## src/rtl/mux_scan_if.sv

```systemverilog
// Bundle of scan-request, mux feedback and sample handshake signals for mux_scan_ctrl.
interface mux_scan_if;
  logic       en;
  logic [7:0] req;
  logic       mux_y;
  logic       s2;
  logic       s1;
  logic       s0;
  logic       out_valid;
  logic       out_ready;
  logic [2:0] out_ch;
  logic       out_bit;
  logic       busy;

  // Controller side
  modport slave (
    input  en, req, mux_y, out_ready,
    output s2, s1, s0, out_valid, out_ch, out_bit, busy
  );

  // Requester / consumer side
  modport master (
    output en, req, mux_y, out_ready,
    input  s2, s1, s0, out_valid, out_ch, out_bit, busy
  );
endinterface

```

## src/rtl/mux_scan_ctrl.sv

```systemverilog
// Round-robin scan controller for a downstream 8:1 mux: grants a requesting channel,
// waits SETTLE cycles for the mux to settle, captures y and holds it until consumed.
module mux_scan_ctrl #(
  parameter int unsigned SETTLE = 1
) (
  input  logic           clk,
  input  logic           rst_n,
  mux_scan_if.slave      bus
);

  localparam int unsigned CH_W  = 3;
  localparam int unsigned N_CH  = 8;
  localparam int unsigned CNT_W = 4;

  typedef enum logic [1:0] {
    ST_IDLE   = 2'd0,
    ST_SETTLE = 2'd1,
    ST_HOLD   = 2'd2
  } state_e;

  state_e            state_q,     state_d;
  logic [CH_W-1:0]   sel_q,       sel_d;
  logic [CH_W-1:0]   last_q,      last_d;
  logic [CNT_W-1:0]  cnt_q,       cnt_d;
  logic              out_valid_q, out_valid_d;
  logic              out_bit_q,   out_bit_d;
  logic [CH_W-1:0]   out_ch_q,    out_ch_d;
  logic              busy_q,      busy_d;

  logic              grant_found_c;
  logic [CH_W-1:0]   grant_ch_c;
  logic [CH_W-1:0]   cand_c;

  // Round-robin search: first set req bit at or above last+1, wrapping at 8
  always_comb begin
    grant_found_c = 1'b0;
    grant_ch_c    = '0;
    cand_c        = '0;
    for (int unsigned i = 0; i < N_CH; i++) begin
      cand_c = last_q + CH_W'(1) + CH_W'(i);
      if (!grant_found_c && bus.req[cand_c]) begin
        grant_found_c = 1'b1;
        grant_ch_c    = cand_c;
      end
    end
  end

  // Next-state and registered-output logic
  always_comb begin
    state_d     = state_q;
    sel_d       = sel_q;
    last_d      = last_q;
    cnt_d       = cnt_q;
    out_valid_d = out_valid_q;
    out_bit_d   = out_bit_q;
    out_ch_d    = out_ch_q;

    unique case (state_q)
      ST_IDLE: begin
        if (bus.en && grant_found_c) begin
          sel_d   = grant_ch_c;
          cnt_d   = CNT_W'(SETTLE - 1);
          state_d = ST_SETTLE;
        end
      end

      ST_SETTLE: begin
        if (cnt_q == '0) begin
          out_bit_d   = bus.mux_y;
          out_ch_d    = sel_q;
          out_valid_d = 1'b1;
          state_d     = ST_HOLD;
        end else begin
          cnt_d = cnt_q - CNT_W'(1);
        end
      end

      ST_HOLD: begin
        if (bus.out_ready) begin
          last_d      = sel_q;
          out_valid_d = 1'b0;
          state_d     = ST_IDLE;
        end
      end

      default: begin
        state_d     = ST_IDLE;
        out_valid_d = 1'b0;
      end
    endcase

    busy_d = (state_d != ST_IDLE);
  end

  // last resets to 7 so the first search begins at channel 0
  always_ff @(posedge clk or negedge rst_n) begin
    if (!rst_n) begin
      state_q     <= ST_IDLE;
      sel_q       <= '0;
      last_q      <= CH_W'(N_CH - 1);
      cnt_q       <= '0;
      out_valid_q <= 1'b0;
      out_bit_q   <= 1'b0;
      out_ch_q    <= '0;
      busy_q      <= 1'b0;
    end else begin
      state_q     <= state_d;
      sel_q       <= sel_d;
      last_q      <= last_d;
      cnt_q       <= cnt_d;
      out_valid_q <= out_valid_d;
      out_bit_q   <= out_bit_d;
      out_ch_q    <= out_ch_d;
      busy_q      <= busy_d;
    end
  end

  assign bus.s2        = sel_q[2];
  assign bus.s1        = sel_q[1];
  assign bus.s0        = sel_q[0];
  assign bus.out_valid = out_valid_q;
  assign bus.out_bit   = out_bit_q;
  assign bus.out_ch    = out_ch_q;
  assign bus.busy      = busy_q;

endmodule

```

## src/flat_wrapper.sv

```systemverilog
// flat-port wrapper written by rule: the top's interface ports become plain ports
module mux_scan_ctrl_flat 
#(
  parameter int unsigned SETTLE = 1
)
  (clk, rst_n, bus_en, bus_req, bus_mux_y, bus_out_ready, bus_s2, bus_s1, bus_s0, bus_out_valid, bus_out_ch, bus_out_bit, bus_busy);
  mux_scan_if bus_i ();
  input  logic clk;
  input  logic rst_n;
  input wire logic [$bits(bus_i.en)-1:0] bus_en;
  input wire logic [$bits(bus_i.req)-1:0] bus_req;
  input wire logic [$bits(bus_i.mux_y)-1:0] bus_mux_y;
  input wire logic [$bits(bus_i.out_ready)-1:0] bus_out_ready;
  output wire logic [$bits(bus_i.s2)-1:0] bus_s2;
  output wire logic [$bits(bus_i.s1)-1:0] bus_s1;
  output wire logic [$bits(bus_i.s0)-1:0] bus_s0;
  output wire logic [$bits(bus_i.out_valid)-1:0] bus_out_valid;
  output wire logic [$bits(bus_i.out_ch)-1:0] bus_out_ch;
  output wire logic [$bits(bus_i.out_bit)-1:0] bus_out_bit;
  output wire logic [$bits(bus_i.busy)-1:0] bus_busy;
  assign bus_i.en = bus_en;
  assign bus_i.req = bus_req;
  assign bus_i.mux_y = bus_mux_y;
  assign bus_i.out_ready = bus_out_ready;
  assign bus_s2 = bus_i.s2;
  assign bus_s1 = bus_i.s1;
  assign bus_s0 = bus_i.s0;
  assign bus_out_valid = bus_i.out_valid;
  assign bus_out_ch = bus_i.out_ch;
  assign bus_out_bit = bus_i.out_bit;
  assign bus_busy = bus_i.busy;
  mux_scan_ctrl #(.SETTLE(SETTLE)) u_core (.clk(clk), .rst_n(rst_n), .bus(bus_i));
endmodule
```

## config.mk

```make
export PLATFORM = sky130hd
export DESIGN_NAME = mux_scan_ctrl_flat
export DESIGN_NICKNAME = d
export VERILOG_FILES = /design/src/rtl/mux_scan_if.sv /design/src/rtl/mux_scan_ctrl.sv /design/src/flat_wrapper.sv
export SDC_FILE = /design/constraint.sdc
export NUM_CORES = 1
export LEC_CHECK = 0
export CAP_MARGIN = 20
export CORE_AREA = 2 2 66 68
export CTS_BUF_LIST = sky130_fd_sc_hd__clkbuf_2 sky130_fd_sc_hd__clkbuf_4 sky130_fd_sc_hd__clkbuf_8
export DETAILED_ROUTE_END_ITERATION = 8
export DIE_AREA = 0 0 68 70
export MAX_ROUTING_LAYER = met4
export PLACE_DENSITY_LB_ADDON = 0.2
export SYNTH_ARGS = -nofsm -noshare
export SYNTH_HDL_FRONTEND = slang
export SYNTH_SLANG_ARGS = --single-unit
export TNS_END_PERCENT = 1
```

## constraint.sdc

```tcl
create_clock -name clk -period 8.8 [get_ports clk]
set_clock_uncertainty 0.05 [all_clocks]
set_input_delay 2.64 -clock clk [delete_from_list [all_inputs] [get_ports clk]]
set_output_delay 2.64 -clock clk [all_outputs]
set_load 0.05 [all_outputs]
```

* Word-level counts from Yosys, hierarchy flattened
Cells that the tools add are included.
** Operators by class
- $add $sub $neg :: 9
- $mul :: 0
- Div/mod/pow operators :: 0
- Magnitude comparators :: 8
- Equal/unequal tests :: 6
- Shift operators :: 0
- Muxes and demuxes :: 42
- Bitwise logic cells :: 1
- Reductions and logical operators :: 24
** Operators by type and width (count)
- $lt 3x4->1 const B :: 8
- $bmux 1 s3 :: 8
- $mux 3 :: 8
- $mux 1 :: 18
- $add 3x3->3 const B :: 4
- $logic_and 1x1->1 :: 8
- $mux 4 :: 2
- $pmux 4 s2 :: 1
- $logic_not 1->1 :: 7
- $add 3x1->3 const B :: 2
- $add 3x2->3 const B :: 2
- $mux 2 :: 3
- $pmux 2 s3 :: 1
- $reduce_and 2->1 :: 3
- $reduce_and 3->1 :: 2
- $logic_not 4->1 :: 1
- $ne 2x1->1 const B :: 2
- $ne 2x2->1 const B :: 2
- $reduce_bool 2->1 :: 2
- $sub 4x1->4 const B :: 1
- $pmux 1 s3 :: 1
- $eq 2x1->1 const B :: 1
- $eq 2x2->1 const B :: 1
- $logic_not 2->1 :: 1
- $not 1->1 :: 1
** Word-level totals
- Bits in registers :: 18
- Bits in latches :: 0
- Bits in writable memories :: 0
- Memory bits (read-only) :: 0
- Output and inout port bits :: 9
- Logic and storage cells :: 98
- Memories kept :: 0

* Longest topological paths before layout
Gate-level depths: netlist of the first run.
- Depth in word-level cells :: 29
- Gate-level depth with buffers :: 14
- Depth with buffers taken out :: 9

* Worst setup path after synthesis of the first run
Ideal clock, no wire load.
- Kind :: input port to flip-flop
- Start point :: input port bus_req[1]
- End point :: register u_core.sel_q[0]
- Library setup time :: 0.092 ns
- Arrival :: 4.291 ns
- Setup slack :: 4.367 ns
- Stages on the path :: 7
- Path through :: mux4_2 mux2i_4 nand3_2 and4b_1 inv_2 a32o_1 o31ai_2
** On the way
- Word-level cells in the longest chain between the ends :: 26
** RTL lines
- from (decl) :: line flat_wrapper.sv:11 : input wire logic [$bits(bus_i.req)-1:0] bus_req;
- $bmux 1 s3 :: line mux_scan_ctrl.sv:41 : if (!grant_found_c && bus.req[cand_c]) begin
- $mux 1 (not written as such) :: line mux_scan_ctrl.sv:41
- $mux 1 :: line mux_scan_ctrl.sv:41
- $logic_not 1->1 :: line mux_scan_ctrl.sv:41
- $logic_and 1x1->1 :: line mux_scan_ctrl.sv:41
- $mux 1 :: line mux_scan_ctrl.sv:41
- $logic_not 1->1 :: line mux_scan_ctrl.sv:41
- $logic_and 1x1->1 :: line mux_scan_ctrl.sv:41
- [... 10 more ...]
- $logic_not 1->1 :: line mux_scan_ctrl.sv:41
- $logic_and 1x1->1 :: line mux_scan_ctrl.sv:41
- $mux 1 :: line mux_scan_ctrl.sv:41
- $logic_not 1->1 :: line mux_scan_ctrl.sv:41
- $logic_and 1x1->1 :: line mux_scan_ctrl.sv:41
- $mux 1 :: line mux_scan_ctrl.sv:41
- $logic_and 1x1->1 :: line mux_scan_ctrl.sv:60 : if (bus.en && grant_found_c) begin
- $reduce_and 2->1 (no source line)
- to (signal assigned) :: line mux_scan_ctrl.sv:108 : sel_q <= sel_d;
- to (decl) :: line mux_scan_ctrl.sv:22 : logic [CH_W-1:0] sel_q, sel_d;
Parallel ways exist; a longest one is shown, timed or not. The select of a mux whose other input is x is not followed.
A chain may end at the register's enable or synchronous reset.

* Final worst setup path of the first run
- Start point :: input port bus_req[5]
- End point :: register u_core.sel_q[2]
Same word-level chain as after synthesis.

==> summary.txt, run 1 <==
outcome = complete, no violations
First DRT Iteration DRCs = 74
final wirelength = 3670 um
FILL cells = 373
Synth-to-Final Area Change = 15.0%
CP required = 8.86 ns
GRT Overall Usage = 17.9%
vias in the first global route = 1446
drt pass-1 iters = 4
Crit Path Class = in2reg
Post-DP HPWL = 2910 um
Hold Path End = u_core.bus.out_bit
Least-Margin Pin Slew = 0.881 ns
async set or reset register ratio after synthesis = 100%
global-route wire length before repair = 6520 um
pin count of the biggest net entering global routing = 27
met3 Use GR = 1.93%
setup bufs post-CTS = 0
number of I/O port buffers = 21
Critical Path Sink Type = flop
antenna-violating nets left = 0
Starting Density = 41.8%
# diodes = 0
final core utilization = 48.0%
footprint of the multi-input gates = 1170 sq um
TritonCTS buffer count = 3
number of synthesized register bits = 18
GR met2 Demand/Resource = 29.8%
CTS Root Cell = clkbuf_8
Ys Warns = 0
Final Setup Violations = 0
Tightest Hold Check Type = reg2reg
GR peak layer = met2
Crit path arrival time = 5.18 ns
Vias/cell = 5.74
cells after synthesis = 166
H-tree depth reported by CTS = 1
reg-to-reg setup timing slack = 4.41 ns
Post-synth EDFFs = 0
Synthesized Nets = 182
die width = 68 um
initial antenna violation count = 0
Final Worst Setup Slack = 3.68 ns
Setup TNS Final = 0 ns
GPL Wtd Cong = 0.897
Max Freq = 0.195 GHz
Reg2Reg Capture Point = u_core.sel_q[2]
Hold Path Depth = 1
Final min period = 5.12 ns
total I/O pin count = 22
Worst-path clk slew = 0.07 ns
# rows = 24
total area of sequential cells = 454 sq um
Vias = 1348
final hold viol count = 0
Yosys cell types = 51
Post-layout nets = 200
Worst Hold Launch = u_core.bus.out_bit
CTS Sinks = 18
register area share after synthesis = 26.2%
RSZ-0062 raised after global routing = false
number of remaining DRC errors = 0
Slew headroom = 41.2%
area of the core = 4140 sq um
Pins Over Slew Limit = 0
CTS Hold Bufs = 0
layout cell share with drive strength beyond 1 = 17.5%
die extent in y = 70 um
GR met1 Demand/Resource = 22.5%
crit path max fanout = 12
main flop type after synthesis = dfrtp_1
worst reg-to-reg path cell count = 9
CP Launch Type = input port
Hold WS = 0.456 ns
Mean Syn Cell Area = 10.4 sq um
Skew-Pair Late Insertion Delay = 0.25 ns
wire length per cell = 15.6 um
max_cap viols = 0
CTS tree = yes
Post-CTS Resized = 0
Max Buffers Root-to-Sink = 2
RR Startpoint = u_core.last_q[0]
Post-Place Setup Slack = 3.43 ns
Synth Cell Area = 1730 sq um
die area = 4760 sq um
Final period util = 58.2%
total gr overflow = 0
## logic make-up (layout without fill, tap and decap cells)
family                   count (synthesis)  count (layout)  share of synthesized area, %
buffers and inverters                   16              33                          5.86
XOR/XNOR                                 8               8                          5.64
AND/OR/NAND/NOR                         48              48                          14.3
AO/OA/AOI/OAI                           36              36                          14.9
flip-flops                              18              18                          26.2
multiplexers                            37              37                          30.9
adder cells (fa/ha/maj)                  3               3                          2.17
## worst max-delay path by stage
stage / from / to / slack (ns) / cells past startpoint
6_report: bus_req[5] / u_core.sel_q[2] / 3.68 / 8
5_1_grt: bus_req[5] / u_core.sel_q[2] / 3.53 / 8
4_1_cts: bus_req[5] / u_core.sel_q[2] / 3.70 / 8
3_5_place_dp: bus_req[5] / u_core.sel_q[2] / 3.43 / 8
3_3_place_gp: bus_req[6] / u_core.sel_q[2] / 3.54 / 8
2_1_floorplan: bus_req[1] / u_core.sel_q[0] / 4.37 / 7
## registers in the layout (all words and copies together), names as in the netlist
register / count
u_core.bus.out_ch: 3
u_core.sel_q: 3
u_core.state_q: 2
u_core.cnt_q: 4
u_core.bus.busy: 1
u_core.bus.out_bit: 1
u_core.bus.out_valid: 1
u_core.last_q: 3
## critical path, cell delays in order
cell	delay, ns
clkdlybuf4s50_1	0.51
mux4_2	0.59
nor2_1	0.16
mux4_2	0.29
nand2_2	0.12
o311ai_4	0.55
mux2i_1	0.24
o31ai_1	0.08
## layer usage
metal	vias up	wire [um]
li1	654	-
met1	667	1670
met4	0	48
met5	-	0
met3	4	66
met2	23	1890
## final cells by class
cell class / instances / area share (%)
well taps: 52 / 3.27
multi-input cells: 132 / 59.1
inverters: 8 / 1.51
clock buffers: 4 / 2.77
flip-flops and latches: 18 / 22.8
repair buffers: 21 / 10.6
## metrics by stage
stage                     area (sq um)  std cells
after floorplan                   1730        166
after global placement            1930        231
after detailed placement          1930        231
after CTS                         1990        235
after global routing              1990        235
final                             1990        235
## cell usage in the layout, fill, tap and decap left out, drive strengths merged, types with 2 or more instances in the layout
master / n
ha: 3
nand2: 14
nand3: 3
inv: 8
dfstp: 3
mux2i: 15
nand2b: 2
mux4: 11
mux2: 11
nor2: 11
o211ai: 2
o31ai: 3
clkbuf: 4
nor3b: 2
o21ai: 13
dfrtp: 15
clkdlybuf4s50: 21
a21oi: 5
xor2: 3
nand3b: 2
nor3: 4
nor2b: 4
xnor2: 3
o41ai: 2
xnor3: 2
o21a: 2
## synthesized netlist by cell type (4+ instances only)
master	n	share of area, %
dfrtp_1	15	22
mux2i_1	14	8.1
nand2_1	13	2.8
mux4_2	11	14
nor2_1	11	2.4
o21ai_0	11	3.2
inv_1	7	1.5
mux2_2	7	4.6
a21oi_1	5	1.4
mux2_1	4	2.6
nor2b_1	4	1.4
nor3_1	4	1.2
Power of run 1 is left out: the tool's default activity adds up to more than one toggle a clock period on the data nets, which glitch-free logic cannot reach.
==> run 2, diff against run 1 <==
==> constraint.sdc (replaced) <==
create_clock -name clk -period 4.87 [get_ports clk]
set_clock_uncertainty 0.05 [all_clocks]
set_input_delay 1.461 -clock clk [delete_from_list [all_inputs] [get_ports clk]]
set_output_delay 1.461 -clock clk [all_outputs]
set_load 0.05 [all_outputs]
==> run 2 against run 1 <==
Cell count is 0.43% higher. Sequential share of layout area shrank 0.086 points. Global-route usage decreased by 0.11 points. Sequential cell count stayed put. Count of clock-buffer cells in the layout did not move. Worst hold slack gained 0.0039 ns. Final area rose by 0.38%. First-iteration DRC count is 23% higher. Register-to-register slack got worse by 3.3 ns. Wire length rose by 0.27%.
==> summary.txt, run 2 (synthesis results as in run 1) <==
Worst-path clk slew = 0.07 ns
TritonCTS buffer count = 3
CTS Sinks = 18
Worst Hold Launch = u_core.bus.out_bit
max reg flops = 4
RSZ-0062 raised after global routing = false
Tightest Hold Check Type = reg2reg
die extent in y = 70 um
Final Setup Violations = 0
worst reg-to-reg path cell count = 9
Synth-to-Final Area Change = 15.4%
layout cell share with drive strength beyond 1 = 17.9%
die area = 4760 sq um
CP required = 4.93 ns
number of I/O port buffers = 21
final wirelength = 3680 um
Hold Path Depth = 1
GPL Wtd Cong = 0.860
outcome = complete, no violations
CTS Hold Bufs = 0
Post-CTS Resized = 0
max incr delay on CP = 0.60 ns
Critical Path Sink Type = flop
setup bufs post-CTS = 0
Crit Path Class = in2reg
Crit path arrival time = 3.96 ns
Critical path origin = bus_req[1]
GR peak layer = met2
drt pass-1 iters = 4
initial antenna violation count = 0
Setup TNS Final = 0 ns
Max Freq = 0.256 GHz
First DRT Iteration DRCs = 91
# diodes = 0
Final period util = 80.2%
Post-DP HPWL = 2790 um
Skew-Pair Late Insertion Delay = 0.24 ns
pin count of the biggest net entering global routing = 26
Max Buffers Root-to-Sink = 2
Least-Margin Pin Slew = 0.898 ns
most flop-heavy register = u_core.cnt_q
area of the core = 4140 sq um
wire length per cell = 15.6 um
CP Cell Sequence = clkdlybuf4s50_1, mux4_2, nor2_1, mux4_2, nand2_2, o311ai_4, mux2i_1, o31ai_1
die width = 68 um
vias in the first global route = 1390
max_cap viols = 0
antenna-violating nets left = 0
CP Launch Type = input port
Slew headroom = 40.1%
fin cells = 236
GR met2 Demand/Resource = 27.7%
Top cell by count, worst path = mux4_2
Vias/cell = 5.83
total I/O pin count = 22
Inst Count DP = 232
Pins Over Slew Limit = 0
Vias = 1375
reg-to-reg setup timing slack = 1.11 ns
GRT Overall Usage = 17.8%
Final min period = 3.91 ns
H-tree depth reported by CTS = 1
global-route wire length before repair = 6620 um
GR met1 Demand/Resource = 25.7%
total gr overflow = 0
Post-layout nets = 201
most common cell after layout, fill and taps aside = clkdlybuf4s50_1
Hold Path End = u_core.bus.out_bit
number of remaining DRC errors = 0
final hold viol count = 0
met3 Use GR = 1.61%
RR Startpoint = u_core.last_q[0]
# rows = 24
CTS tree = yes
Critical-path top delay cell = mux4_2
crit path max fanout = 12
CTS Root Cell = clkbuf_8
Starting Density = 41.8%
most frequent cells in the layout = clkdlybuf4s50_1, dfrtp_1, mux2i_1
Reg2Reg Capture Point = u_core.sel_q[2]
run 2: through the flow:
stage | hold WS [ns] | setup WS (ns) | instance area [sq um] | util [%]
5_1_grt | 0.491 | 0.791 | 2000 | 48.2
3_3_place_gp | 0.440 | 0.778 | 1940 | 46.9
3_5_place_dp | 0.451 | 0.713 | 1940 | 46.9
2_1_floorplan | 0.419 | 1.62 | 1730 | -
6_report | 0.460 | 0.964 | 2000 | 48.2
4_1_cts | 0.465 | 0.972 | 2000 | 48.2
run 2: area by class of cell:
cell class / instances / area [sq um]
Tap cell: 52 / 65.1
Fill cell: 378 / 2150
Sequential cell: 18 / 454
Multi-Input combinational cell: 132 / 1170
Inverter: 8 / 30.0
Timing Repair Buffer: 22 / 218
Clock buffer: 4 / 55.1
run 2: routing by layer:
metal / up-vias / wire (um)
li1: 658 / -
met2: 35 / 1790
met5: - / 0
met1: 680 / 1740
met4: 0 / 21
met3: 2 / 129
run 2: worst max-delay path, delay by kind of cell:
kind	cells	cell delay [ns]
buffers and inverters	1	0.50
muxes	3	1.11
and+or+nand+nor	2	0.23
AOI/OAI and AO/OA	2	0.65
run 2: worst max path at each step:
stage                                 end  slack, ns  depth (start not counted)
after floorplan           u_core.sel_q[0]       1.62                          7
after global placement    u_core.sel_q[2]       0.78                          8
after detailed placement  u_core.sel_q[2]       0.71                          8
after CTS                 u_core.sel_q[2]       0.97                          8
after global routing      u_core.sel_q[2]       0.79                          8
final                     u_core.sel_q[2]       0.96                          8
Power of run 2 is left out for the same reason.
